===== config.mk =====
export PLATFORM = sky130hd
export DESIGN_NAME = baud_tick_gen
export DESIGN_NICKNAME = d
export VERILOG_FILES = /design/src/rtl/baud_tick_gen.sv
export SDC_FILE = /design/constraint.sdc
export NUM_CORES = 1
export LEC_CHECK = 0
export CORE_MARGIN = 5
export CORE_UTILIZATION = 54
export CTS_BUF_LIST = sky130_fd_sc_hd__clkbuf_2
export CTS_CLUSTER_SIZE = 14
export DETAILED_ROUTE_END_ITERATION = 8
export GPL_TIMING_DRIVEN = 0
export PLACE_DENSITY = 0.84
export SYNTH_ARGS = -nofsm -noshare
export SYNTH_HDL_FRONTEND = slang
export SYNTH_SLANG_ARGS = --single-unit

===== constraint.sdc =====
create_clock -name clk -period 3.6 [get_ports clk]
set_clock_uncertainty 0.1 [all_clocks]
set_input_delay 0.36 -clock clk [delete_from_list [all_inputs] [get_ports clk]]
set_output_delay 0.36 -clock clk [all_outputs]
set_load 0.01 [all_outputs]

===== src/rtl/baud_tick_gen.sv =====
// Baud-rate tick generator: per-bit tx/mid ticks plus OS-times oversampled rx ticks,
// divisor from a rate table or a direct override, changes deferred to bit boundaries.
module baud_tick_gen #(
    parameter int unsigned CLK_HZ = 100000000,
    parameter int unsigned WIDTH  = 19,
    parameter int unsigned OS     = 16
) (
    input  logic             clk,
    input  logic             reset,
    input  logic             enable,
    input  logic [3:0]       baud_sel,
    input  logic             ovr_en,
    input  logic [WIDTH-1:0] div_ovr,
    input  logic             resync,
    output logic             tx_tick,
    output logic             mid_tick,
    output logic             rx_tick,
    output logic [WIDTH-1:0] k_act,
    output logic             cfg_err
);

    localparam int unsigned NUM_RATES = 12;
    localparam int unsigned OS_LOG2   = $clog2(OS);
    localparam logic [WIDTH-1:0] MIN_DIV = WIDTH'(2 * OS);

    // Rounded clocks-per-bit for table index idx, evaluated at elaboration only.
    function automatic longint unsigned rate_div(input int unsigned idx);
        longint unsigned rate;
        case (idx)
            0:       rate = 64'd300;
            1:       rate = 64'd1200;
            2:       rate = 64'd2400;
            3:       rate = 64'd4800;
            4:       rate = 64'd9600;
            5:       rate = 64'd19200;
            6:       rate = 64'd38400;
            7:       rate = 64'd57600;
            8:       rate = 64'd115200;
            9:       rate = 64'd230400;
            10:      rate = 64'd460800;
            11:      rate = 64'd921600;
            default: rate = 64'd300;
        endcase
        return (64'(CLK_HZ) + rate / 64'd2) / rate;
    endfunction

    localparam logic [WIDTH-1:0] K_RESET = WIDTH'(rate_div(0));

    // Unused indices 12..15 alias the slowest rate.
    logic [WIDTH-1:0] div_tab [16];
    for (genvar g = 0; g < 16; g++) begin : g_tab
        localparam int unsigned IDX = (g < NUM_RATES) ? g : 0;
        localparam logic [WIDTH-1:0] DIV = WIDTH'(rate_div(IDX));
        assign div_tab[g] = DIV;
    end

    logic [WIDTH-1:0] bcnt;
    logic [WIDTH-1:0] ocnt;
    logic             running;

    logic [WIDTH-1:0] k_req;
    logic             req_err;
    logic [WIDTH-1:0] ks;
    logic             bit_wrap;
    logic             os_wrap;
    logic             at_mid;

    // Requested divisor and configuration error.
    always_comb begin
        k_req   = div_tab[baud_sel];
        req_err = 1'b0;
        if (ovr_en) begin
            if (div_ovr < MIN_DIV) begin
                k_req   = MIN_DIV;
                req_err = 1'b1;
            end else begin
                k_req = div_ovr;
            end
        end else if (baud_sel >= 4'(NUM_RATES)) begin
            req_err = 1'b1;
        end
    end

    // Counter decode against the divisor of the bit in progress.
    always_comb begin
        ks = k_act >> OS_LOG2;
        if (ks == '0) begin
            ks = WIDTH'(1);
        end
        bit_wrap = (bcnt >= k_act - WIDTH'(1));
        os_wrap  = (ocnt >= ks - WIDTH'(1));
        at_mid   = (bcnt == (k_act >> 1) - WIDTH'(1));
    end

    // First enabled edge and resync both park the counters at phase zero without a tick.
    always_ff @(posedge clk) begin
        if (reset) begin
            bcnt     <= '0;
            ocnt     <= '0;
            running  <= 1'b0;
            k_act    <= K_RESET;
            tx_tick  <= 1'b0;
            mid_tick <= 1'b0;
            rx_tick  <= 1'b0;
            cfg_err  <= 1'b0;
        end else begin
            cfg_err  <= req_err;
            tx_tick  <= 1'b0;
            mid_tick <= 1'b0;
            rx_tick  <= 1'b0;
            if (!enable) begin
                bcnt    <= '0;
                ocnt    <= '0;
                running <= 1'b0;
                k_act   <= k_req;
            end else if (!running || resync) begin
                bcnt    <= '0;
                ocnt    <= '0;
                running <= 1'b1;
                if (resync) begin
                    k_act <= k_req;
                end
            end else begin
                mid_tick <= at_mid;
                rx_tick  <= os_wrap;
                if (bit_wrap) begin
                    bcnt    <= '0;
                    tx_tick <= 1'b1;
                    k_act   <= k_req;
                end else begin
                    bcnt <= bcnt + WIDTH'(1);
                end
                if (bit_wrap || os_wrap) begin
                    ocnt <= '0;
                end else begin
                    ocnt <= ocnt + WIDTH'(1);
                end
            end
        end
    end

endmodule

* Yosys cells after proc, flatten, opt, wreduce, memory -nomap -nowiden
Memories as Yosys holds them, arrays and structs flattened.
Index checks and enable logic that the tools add are counted.
W data, S select, Z words.
** Storage, ports and cells
- Bits in registers :: 62
- Bits in read-only memories :: 304
- Bits of input ports :: 28
- Output and inout bits :: 23
- Memories :: 1
** Memories
- (no name shown) :: words 16, bits a word 19, read ports 1, clocked after Yosys merged registers in 0, wr ports 0, RTL line 70 : k_req = div_tab[baud_sel];
** Cells by class
- Add/subtract/negate cells :: 5
- Magnitude comparators :: 5
- Equality and inequality tests :: 3
- Multiplexer cells :: 13
- Bitwise logic cells :: 2
- Reduce and logical (&&, ||, !) cells :: 9
** Operator list (number)
- $mux W19 :: 8
- $add A19 B1 Y19 const B :: 2
- $ge A19 B19 Y1 :: 2
- $sub A19 B1 Y19 const B :: 2
- $eq A19 B19 Y1 :: 1
- $logic_not A19 Y1 :: 1
- $lt A19 B6 Y1 const B :: 1
- $sub A18 B1 Y19 const B :: 1
- $mux W15 :: 1
- $reduce_or A4 Y1 :: 2
- $ge A5 B5 Y1 const B :: 1
- $not A4 Y5 :: 1
- $ge A4 B4 Y1 const B :: 1
- $mux W1 :: 4
- $ne A3 B1 Y1 const B :: 1
- $ne A3 B3 Y1 const B :: 1
- $reduce_or A3 Y1 :: 1
- $logic_or A1 B1 Y1 :: 2
- $reduce_and A2 Y1 :: 1
- $reduce_or A2 Y1 :: 1
- $logic_not A1 Y1 :: 1
- $not A1 Y1 :: 1

* Longest topological paths before layout
Gate-level depths: netlist (run 1).
- Depth in word-level cells :: 8
- Mapped depth :: 17
- Mapped depth without buffers :: 15

* Worst setup path before layout (run 1)
Ideal clock, no wire load.
- Path type :: register to register
- Start point :: reg k_act[10]
- End point :: reg k_act[12]
- Library setup time :: 0.120 ns
- Arrival time :: 3.711 ns
- Slack :: -0.331 ns
- Stages on the path, launching flop included :: 14
- Path buffers :: 2
- Cells stage by stage :: dfxtp_1 buf_2 or4_1 or3_1 nor4_1 xnor2_1 ha_1 a21oi_1 o21ai_0 a2111o_1 o311a_1 clkbuf_1 o221a_2 a211o_1
** Between the ends
- Longest elaborated chain between the ends :: 4
** Ends and longest elaborated chain
- start, declared :: RTL line 18 : output logic [WIDTH-1:0] k_act,
- start signal, assigned :: RTL line 115 : k_act <= k_req;
- start signal, assigned :: RTL line 121 : k_act <= k_req;
- start signal, assigned :: RTL line 129 : k_act <= k_req;
- $sub A19 B1 Y19 :: RTL line 90 : bit_wrap = (bcnt >= k_act - WIDTH'(1));
- $ge A19 B19 Y1 :: RTL line 90
- $ne A3 B1 Y1 (no source line)
- $reduce_and A2 Y1 (no source line)
No other way between the ends.
A chain may end at the register's enable or synchronous reset.

* Worst setup path after layout (run 1)
- Start point :: reg k_act[2]
- End point :: reg k_act[17]
The elaborated chain is that of the path after synthesis.

==> results.sh, run 1 <==
export IMPL_status="finished with violations"
export IMPL_violations="negative setup slack"
export IMPL_synth_avg_cell_area_um2=7.90
export IMPL_slew_headroom_pct=30.2
export IMPL_p_per_area_nw_per_um2=242
export IMPL_ys_types=62
export IMPL_insertion_delay_ns=0.54
export IMPL_drtAntennaViolNets=0
export IMPL_antenna_found_initial=0
export IMPL_fin_nets=792
export IMPL_fmaxAchievable_mhz=260
export IMPL_track_usage_pct=28.5
export IMPL_yosysSeqAreaShare_pct=25.0
export IMPL_crit_slowest_cell="dfxtp_4"
export IMPL_gp_congestion=0.952
export IMPL_critPathKind="flip-flop to flip-flop"
export IMPL_setup_viol=57
export IMPL_cts_clk_slew_worst_paths_ns=0.19
export IMPL_grt_pass1_wl_um=25700
export IMPL_period_minus_slack_ns=3.85
export IMPL_clock_sinks=62
export IMPL_synth_common_cells="dfxtp_1 (62), nor2_1 (60), ha_1 (48), nand2_1 (48), xor2_1 (45)"
export IMPL_grt_pass1_vias=5288
export IMPL_power_mw=1.60
export IMPL_crit_family="compound AO/OA/AOI/OAI gates"
export IMPL_num_antenna_cells=0
export IMPL_worstPathMaxFanout=7
export IMPL_async_reset_ff_share_pct=0
export IMPL_postCtsHoldBufs=0
export IMPL_hold_viol_final=0
export IMPL_viasPerCell=6.25
export IMPL_die_x_um=106
export IMPL_max_stage_delay_ns=0.43
export IMPL_post_place_ws_ns=-1.03
export IMPL_cts_htree_levels=3
export IMPL_drt_first_pass_iters=5
export IMPL_tightest_slew_ns=1.04
export IMPL_max_cap_violations=0
export IMPL_crit_cells=16
export IMPL_grt_overflow_total=0
export IMPL_crit_start="k_act[2]"
export IMPL_syn_area_um2=4970
export IMPL_synth_seq_cells=62
export IMPL_reg2reg_slack_ns=-0.25
export IMPL_syn_inst=629
export IMPL_drive_gt1_share_pct=20.8
export IMPL_die_area_um2=11200
export IMPL_n_fill_cell=695
export IMPL_reg2reg_from="k_act[2]"
export IMPL_post_drt_wl_per_cell_um=19.3
export IMPL_yosys_warnings=0
export IMPL_leakage_nw=2.46
export IMPL_min_delay_path_depth=2
export IMPL_die_h_um=106
export IMPL_netlist_top_cell_by_area="dfxtp_1"
export IMPL_r2r_end="k_act[17]"
export IMPL_placedCellCount=789
export IMPL_rsz0062_at_grt="true"
export IMPL_min_from="enable"
export IMPL_critPathCaptureType="flip-flop"
export IMPL_syn_to_final_growth_pct=32.5
export IMPL_grt_max_degree=11
export IMPL_slew_violations=0
export IMPL_drt_wl_total_um=16100
export IMPL_drt_iter0_markers=428
export IMPL_synth_main_ff_cell="dfxtp_1"
export IMPL_synth_edff_count=0
export IMPL_clockRootBuffer="clkbuf_2"
export IMPL_vias=5200
export IMPL_fin_util_pct=72.3
export IMPL_synth_area_leaders="dfxtp_1 (25%), ha_1 (12%), xor2_1 (7.9%), xnor2_1 (6.9%), nor2_1 (4.5%)"
export IMPL_ios=51
export IMPL_critPathArrivalTime_ns=4.18
export IMPL_drc=0
export IMPL_vdd_drop_max_uv=144
export IMPL_cp_cell_sequence="inv_1 -> ha_4 -> nor3b_4 -> nand4_1 -> nor3_2 -> o41ai_2 -> xor2_1 -> ha_1 -> nand2_1 -> o21ai_2 -> a2111o_1 -> o311a_1 -> buf_8 -> clkbuf_16 -> o211ai_1 -> a21oi_1"
export IMPL_final_cells=832
export IMPL_final_period_utilization_pct=107
export IMPL_crit_path_start_kind="flip-flop"
export IMPL_initial_core_util_pct=54.5
export IMPL_synth_most_common_cell="dfxtp_1"
export IMPL_io_buffers=48
export IMPL_cts_tree="done"
export IMPL_core_area_um2=9110
export IMPL_synth_top_area_share_pct=25.0
export IMPL_critPathRequiredTime_ns=3.93
export IMPL_timing_critical_path_buf_inv=3
export IMPL_rows=35
export IMPL_cts_made_buffers=9
export IMPL_layout_setup_ws_ns=-0.251
export IMPL_min_to="running"
export IMPL_min_path_type="input pin to flip-flop"
export IMPL_cts_path_max_buffers=2
export IMPL_r2r_cells=16
export IMPL_hpwl_um=11200
## state kept, by name, summed over array words and instances (netlist names)
signal    flops
k_act        19
tx_tick       1
cfg_err       1
bcnt         19
mid_tick      1
running       1
rx_tick       1
ocnt         19
## where the power goes
part / leakage (nW) / internal, mW / switching [mW]
Combinational: 1.89 / 0.192 / 0.229
Clock: 0.0705 / 0.155 / 0.266
Sequential: 0.507 / 0.706 / 0.0471
## metal layers
layer | share of wire (%) | vias to the layer above | wire [um] | track usage (%)
met5 | 0 | - | 0 | 0
met4 | 5.4 | 0 | 876 | 14.8
met3 | 6.8 | 76 | 1100 | 6.31
met2 | 51 | 245 | 8150 | 51.1
met1 | 37 | 2429 | 5960 | 31.3
li1 | - | 2450 | - | -
## metrics by stage
step / hold slack [ns] / cell area (um^2) / setup TNS (ns)
after CTS: 0.360 / 6350 / -4.78
after global placement: 0.379 / 5710 / -46.08
after detailed placement: 0.398 / 5710 / -45.75
after floorplan: 0.347 / 5090 / -0.0127
final: 0.362 / 6580 / -9.67
after global routing: 0.384 / 6580 / -17.29
## cell families after synthesis
| group | count (synthesis) | synth area share [%] |
|---|---|---|
| XOR/XNOR | 84 | 14.8 |
| adder cells (fa/ha/maj) | 48 | 12.1 |
| AO/OA/AOI/OAI | 108 | 15.2 |
| other | 1 | 0.0755 |
| AND/OR/NAND/NOR | 266 | 27.1 |
| multiplexers | 8 | 1.64 |
| buffers and inverters | 52 | 4.16 |
| flip-flops | 62 | 25.0 |
## cell usage in the layout (no fill, tap or decap), types with 4 or more instances in the layout
master           Yosys  final
and3_1              15     14
or3_1                7      5
inv_1               15     14
nand3b_1             4      4
o21ai_0             15     12
buf_4                0     27
nor2_2               0      7
ha_1                48     46
dfxtp_4              0      5
xor2_1              45     45
clkbuf_1            30     14
nand2_1             48     46
dfxtp_2              0      4
nor2_1              60     50
mux2i_1              7      7
nand4_1             14     14
clkdlybuf4s50_1      0     48
buf_8                0      5
nand2b_1             6      5
nor2b_1              6      6
nor3_2               0     19
a21o_1               5      5
nand3_1             23     23
xnor2_1             39     39
a211o_1              4      4
a31oi_1              5      5
dfxtp_1             62     53
nor4_4               0      6
buf_6                1     10
nor4_1              16      8
clkbuf_2             0     10
a21oi_1             31     28
and2_1              10     10
a211oi_1            12      9
nor3_1              44     18
nor3_4               0      7
## layout make-up
type                       count  area, um^2  area share [%]
multi-input combinational    516        4030            61.2
sequential                    62        1260            19.2
timing repair buffer          85         803            12.2
buffer                        26         188            2.85
tap                          111         139            2.11
inverter                      16        60.1           0.912
clock inverter                 6        52.6           0.798
clock buffer                  10        50.0           0.760
## timing repair
item | in CTS | in global routing
gates cloned | 3 | 1
buffers inserted | 29 | 4
resized for setup | 81 | 49
hold endpoints to repair | 0 | 0
setup endpoints to repair | 59 | 60
pin swaps | 39 | 18
## how the worst max path moves through the flow
stage | slack (ns) | end
floorplan | -0.01 | k_act[12]
global placement | -1.04 | bcnt[14]
detailed placement | -1.03 | bcnt[14]
CTS | -0.22 | k_act[17]
global route | -0.41 | k_act[17]
finish | -0.25 | k_act[17]
Note: power is estimated with default switching activity, not from simulation.
==> run 2: changes to the inputs <==
- CAP_MARGIN: default -> 20
- CTS_CLUSTER_DIAMETER: default -> 120
==> results.sh, run 2 (same netlist as run 1, synthesis figures left out) <==
export IMPL_tightest_slew_ns=1.04
export IMPL_hpwl_um=11300
export IMPL_min_from="div_ovr[17]"
export IMPL_viasPerCell=6.77
export IMPL_rsz0062_at_grt="true"
export IMPL_cts_clk_slew_worst_paths_ns=0.20
export IMPL_critPathKind="flip-flop to flip-flop"
export IMPL_reg2reg_slack_ns=-0.40
export IMPL_max_stage_delay_ns=0.58
export IMPL_setup_viol=59
export IMPL_syn_to_final_growth_pct=41.2
export IMPL_min_path_type="input pin to flip-flop"
export IMPL_drt_met1_wl_um=6940
export IMPL_slew_headroom_pct=30.3
export IMPL_drive_gt1_share_pct=26.6
export IMPL_layout_commonest_cell="nor2_1"
export IMPL_drc=0
export IMPL_rows=35
export IMPL_wl_met2_um=9390
export IMPL_clockRootBuffer="clkbuf_2"
export IMPL_crit_family="simple AND/OR/NAND/NOR gates"
export IMPL_grt_pass1_wl_um=26700
export IMPL_gp_congestion=0.952
export IMPL_drt_wl_total_um=20200
export IMPL_critPathArrivalTime_ns=4.36
export IMPL_io_buffers=48
export IMPL_whs_ns=0.336
export IMPL_period_minus_slack_ns=4.00
export IMPL_initial_core_util_pct=54.5
export IMPL_status="finished with violations"
export IMPL_grt_overflow_total=0
export IMPL_insertion_delay_ns=0.60
export IMPL_cts_path_max_buffers=2
export IMPL_crit_slowest_cell="or4_4"
export IMPL_cp_cell_sequence="or4_4 -> or3_4 -> nor4_4 -> xnor2_1 -> ha_1 -> a21oi_2 -> o21ai_2 -> a2111o_1 -> o311a_1 -> buf_8 -> clkbuf_16 -> o211ai_1 -> a21oi_1"
export IMPL_post_place_ws_ns=-0.814
export IMPL_critPathRequiredTime_ns=3.95
export IMPL_leakage_nw=2.66
export IMPL_p_per_area_nw_per_um2=238
export IMPL_drt_iter0_markers=634
export IMPL_reg_top3="bcnt (19), k_act (19), ocnt (19)"
export IMPL_n_fill_cell=576
export IMPL_reg2reg_from="k_act[11]"
export IMPL_layout_setup_ws_ns=-0.404
export IMPL_met3_length_um=2030
export IMPL_power_mw=1.67
export IMPL_r2r_end="k_act[17]"
export IMPL_clock_sinks=62
export IMPL_final_period_utilization_pct=111
export IMPL_antenna_found_initial=0
export IMPL_num_antenna_cells=0
export IMPL_core_area_um2=9110
export IMPL_ios=51
export IMPL_track_usage_pct=29.8
export IMPL_die_h_um=106
export IMPL_fin_nets=826
export IMPL_crit_path_start_kind="flip-flop"
export IMPL_cts_made_buffers=9
export IMPL_min_to="k_act[17]"
export IMPL_post_drt_wl_per_cell_um=23.3
export IMPL_r2r_cells=13
export IMPL_mostFrequentLayoutCells="nor2_1 (54), buf_4 (51), dfxtp_1 (51), clkdlybuf4s50_1 (48), ha_1 (45)"
export IMPL_slew_violations=0
export IMPL_top_layer_used="met4"
export IMPL_drtAntennaViolNets=0
export IMPL_cts_tree="done"
export IMPL_drt_first_pass_iters=6
export IMPL_cts_htree_levels=3
export IMPL_vdd_drop_max_uv=169
export IMPL_die_x_um=106
export IMPL_violations="negative setup slack"
export IMPL_timing_critical_path_buf_inv=2
export IMPL_grt_pass1_vias=5376
export IMPL_critPathCaptureType="flip-flop"
export IMPL_vias=5861
export IMPL_grt_max_degree=11
export IMPL_fmaxAchievable_mhz=250
export IMPL_worstPathMaxFanout=5
export IMPL_max_cap_violations=0
export IMPL_min_delay_path_depth=3
export IMPL_die_area_um2=11200
export IMPL_hold_viol_final=0
run 2: cell type report:
type | count | area (um^2) | share of cell area [%]
clock buffers | 10 | 50.0 | 0.713
repair buffers | 119 | 1090 | 15.6
flip-flops and latches | 62 | 1270 | 18.1
multi-input cells | 516 | 4150 | 59.2
clock inverters | 6 | 52.6 | 0.749
well taps | 111 | 139 | 1.98
plain buffers | 26 | 198 | 2.82
inverters | 16 | 60.1 | 0.856
run 2: what timing repair did:
action	CTS	global route
gates cloned	2	0
gates resized for setup	68	98
setup buffers	45	23
hold buffers	0	0
pin swaps	22	46
endpoints found under the setup margin	59	60
run 2: report_power, final:
group / total (mW) / switching [mW] / internal, mW
combinational: 0.480 / 0.265 / 0.214
sequential: 0.754 / 0.0481 / 0.706
clock: 0.437 / 0.282 / 0.155
total: 1.67 / 0.595 / 1.08
run 2: through the flow:
stage | setup TNS (ns) | area (um^2) | instances | utilization (%)
2_1_floorplan | -0.0127 | 5090 | 630 | -
3_3_place_gp | -46.08 | 5710 | 789 | 62.7
3_5_place_dp | -35.95 | 5720 | 790 | 62.8
4_1_cts | -7.46 | 6420 | 844 | 70.5
5_1_grt | -22.64 | 7020 | 866 | 77.0
6_report | -16.86 | 7020 | 866 | 77.0
run 2: per-layer routing:
| layer | global-route usage, % | vias to the layer above |
|---|---|---|
| li1 | - | 2506 |
| met2 | 51.8 | 465 |
| met4 | 18.4 | 0 |
| met5 | 0 | - |
| met3 | 6.74 | 186 |
| met1 | 32.8 | 2704 |
run 2: worst max-delay path by stage:
stage                         start         to  slack, ns  cells past startpoint
after floorplan           k_act[11]  k_act[12]      -0.01                     13
after global placement     k_act[5]   bcnt[14]      -1.04                     14
after detailed placement   k_act[8]    ocnt[9]      -0.81                     16
after CTS                 k_act[11]    ocnt[5]      -0.21                     17
after global routing      k_act[11]  k_act[17]      -0.49                     13
final                     k_act[11]  k_act[17]      -0.40                     13
run 2: tightest hold or removal path: stages:
cell and delay [ns]:
clkdlybuf4s50_1 0.43, o211ai_1 0.11, a21oi_1 0.08
==> run 3: changes to the inputs <==
- CORE_UTILIZATION: 54 -> 43
- PLACE_DENSITY: 0.84 -> 0.71
==> results.sh, run 3 (same netlist as run 1, synthesis figures left out) <==
export IMPL_status="finished with violations"
export IMPL_violations="negative setup slack"
export IMPL_whs_ns=0.326
export IMPL_busiest_layer="met2"
export IMPL_hpwl_um=11500
export IMPL_drt_first_pass_iters=8
export IMPL_slew_headroom_pct=11.8
export IMPL_timing_critical_path_buf_inv=2
export IMPL_critPathRequiredTime_ns=3.98
export IMPL_drt_iter0_markers=297
export IMPL_cts_clk_slew_worst_paths_ns=0.21
export IMPL_tightest_slew_ns=1.32
export IMPL_drtAntennaViolNets=0
export IMPL_grt_overflow_total=0
export IMPL_post_drt_wl_per_cell_um=18.8
export IMPL_layout_setup_ws_ns=-0.131
export IMPL_syn_to_final_growth_pct=40.8
export IMPL_leakage_nw=2.58
export IMPL_max_stage_delay_ns=0.55
export IMPL_critPathArrivalTime_ns=4.11
export IMPL_num_antenna_cells=0
export IMPL_groute_layer_met3_usage_pct=4.66
export IMPL_crit_path_frequent_cell="a21o_1"
export IMPL_rsz0062_at_grt="true"
export IMPL_hold_viol_final=0
export IMPL_layout_commonest_cell="dfxtp_1"
export IMPL_ios=51
export IMPL_clockRootBuffer="clkbuf_2"
export IMPL_clock_sinks=62
export IMPL_slew_violations=0
export IMPL_crit_path_start_kind="flip-flop"
export IMPL_n_fill_cell=970
export IMPL_use_met2_pct=39.5
export IMPL_max_cap_violations=0
export IMPL_power_mw=1.70
export IMPL_final_period_utilization_pct=104
export IMPL_grt_max_degree=12
export IMPL_viasPerCell=5.90
export IMPL_rows=39
export IMPL_final_cells=873
export IMPL_critPathKind="flip-flop to flip-flop"
export IMPL_drc=0
export IMPL_use_met1_pct=26.3
export IMPL_crit_slowest_cell="or4_4"
export IMPL_drive_gt1_share_pct=25.5
export IMPL_fmaxAchievable_mhz=268
export IMPL_die_area_um2=13800
export IMPL_critPathCaptureType="flip-flop"
export IMPL_reg_top3="bcnt (19), k_act (19), ocnt (19)"
export IMPL_io_buffers=48
export IMPL_post_place_ws_ns=-0.961
export IMPL_fin_nets=801
export IMPL_core_area_um2=11400
export IMPL_antenna_found_initial=0
export IMPL_cts_htree_levels=3
export IMPL_track_usage_pct=22.6
export IMPL_grt_pass1_wl_um=25500
export IMPL_reg2reg_slack_ns=-0.13
export IMPL_grt_pass1_vias=5020
export IMPL_mostFrequentLayoutCells="dfxtp_1 (50), clkdlybuf4s50_1 (48), xor2_1 (45), ha_1 (45), nand2_1 (44)"
export IMPL_vdd_drop_max_uv=300
export IMPL_die_x_um=117
export IMPL_die_h_um=117
export IMPL_crit_family="simple AND/OR/NAND/NOR gates"
export IMPL_p_per_area_nw_per_um2=244
export IMPL_placedCellCount=822
export IMPL_cts_tree="done"
export IMPL_worstPathMaxFanout=4
export IMPL_setup_viol=36
export IMPL_insertion_delay_ns=0.57
export IMPL_cts_made_buffers=9
export IMPL_period_minus_slack_ns=3.73
export IMPL_vias=5147
export IMPL_gp_congestion=0.968
export IMPL_cts_path_max_buffers=2
export IMPL_initial_core_util_pct=43.7
export IMPL_cp_cell_sequence="or4_4 -> buf_4 -> nor4_4 -> and3_4 -> nor2_4 -> ha_4 -> nor3b_4 -> nand2_1 -> xor2_1 -> ha_1 -> a21o_1 -> a21o_1 -> a21oi_2 -> o21a_1 -> o211ai_4 -> buf_6 -> nor3_1"
export IMPL_drt_wl_total_um=16400
export IMPL_min_path_type="input pin to flip-flop"
export IMPL_postCtsHoldBufs=0
-- run 3: layout make-up --
| class | instances | area (um^2) | share of cell area, % |
|---|---|---|---|
| Buffer | 26 | 209 | 2.99 |
| Clock buffer | 9 | 45.0 | 0.644 |
| Clock inverter | 7 | 88.8 | 1.27 |
| Inverter | 16 | 60.1 | 0.859 |
| Multi-Input combinational cell | 516 | 4240 | 60.6 |
| Sequential cell | 62 | 1270 | 18.2 |
| Tap cell | 143 | 179 | 2.56 |
| Timing Repair Buffer | 94 | 906 | 13.0 |
-- run 3: timing repair --
action / 4_1_cts / 5_1_grt
pin swaps: 37 / 33
resized for setup: 93 / 95
setup endpoints to repair: 59 / 58
cloned: 4 / 0
buffers inserted: 30 / 11
-- run 3: power by group --
group	leakage, nW	internal, mW	switching, mW
clock	0.0753	0.224	0.282
combinational	1.99	0.207	0.238
sequential	0.507	0.706	0.0455
total	2.58	1.14	0.566
-- run 3: metal layers --
layer | part of all wire (%) | routed length, um | vias up
met2 | 50 | 8140 | 179
met4 | 4.0 | 659 | 0
met3 | 5.3 | 861 | 53
met5 | 0 | 0 | -
met1 | 41 | 6730 | 2450
li1 | - | - | 2465
-- run 3: worst paths after layout --
kind,start,to,depth (start not counted)
setup / recovery,k_act[11],ocnt[2],17
hold / removal,enable,running,2
hold reg to reg,bcnt[0],bcnt[0],1
setup reg to reg,k_act[11],ocnt[2],17
-- run 3: per-stage QoR --
step	util, %	setup TNS (ns)	area, um^2
finish	61.5	-2.50	6990
global route	61.5	-9.25	6990
CTS	57.2	-1.48	6500
detailed placement	50.7	-39.31	5760
global placement	50.6	-55.48	5750
floorplan	-	-0.0127	5090
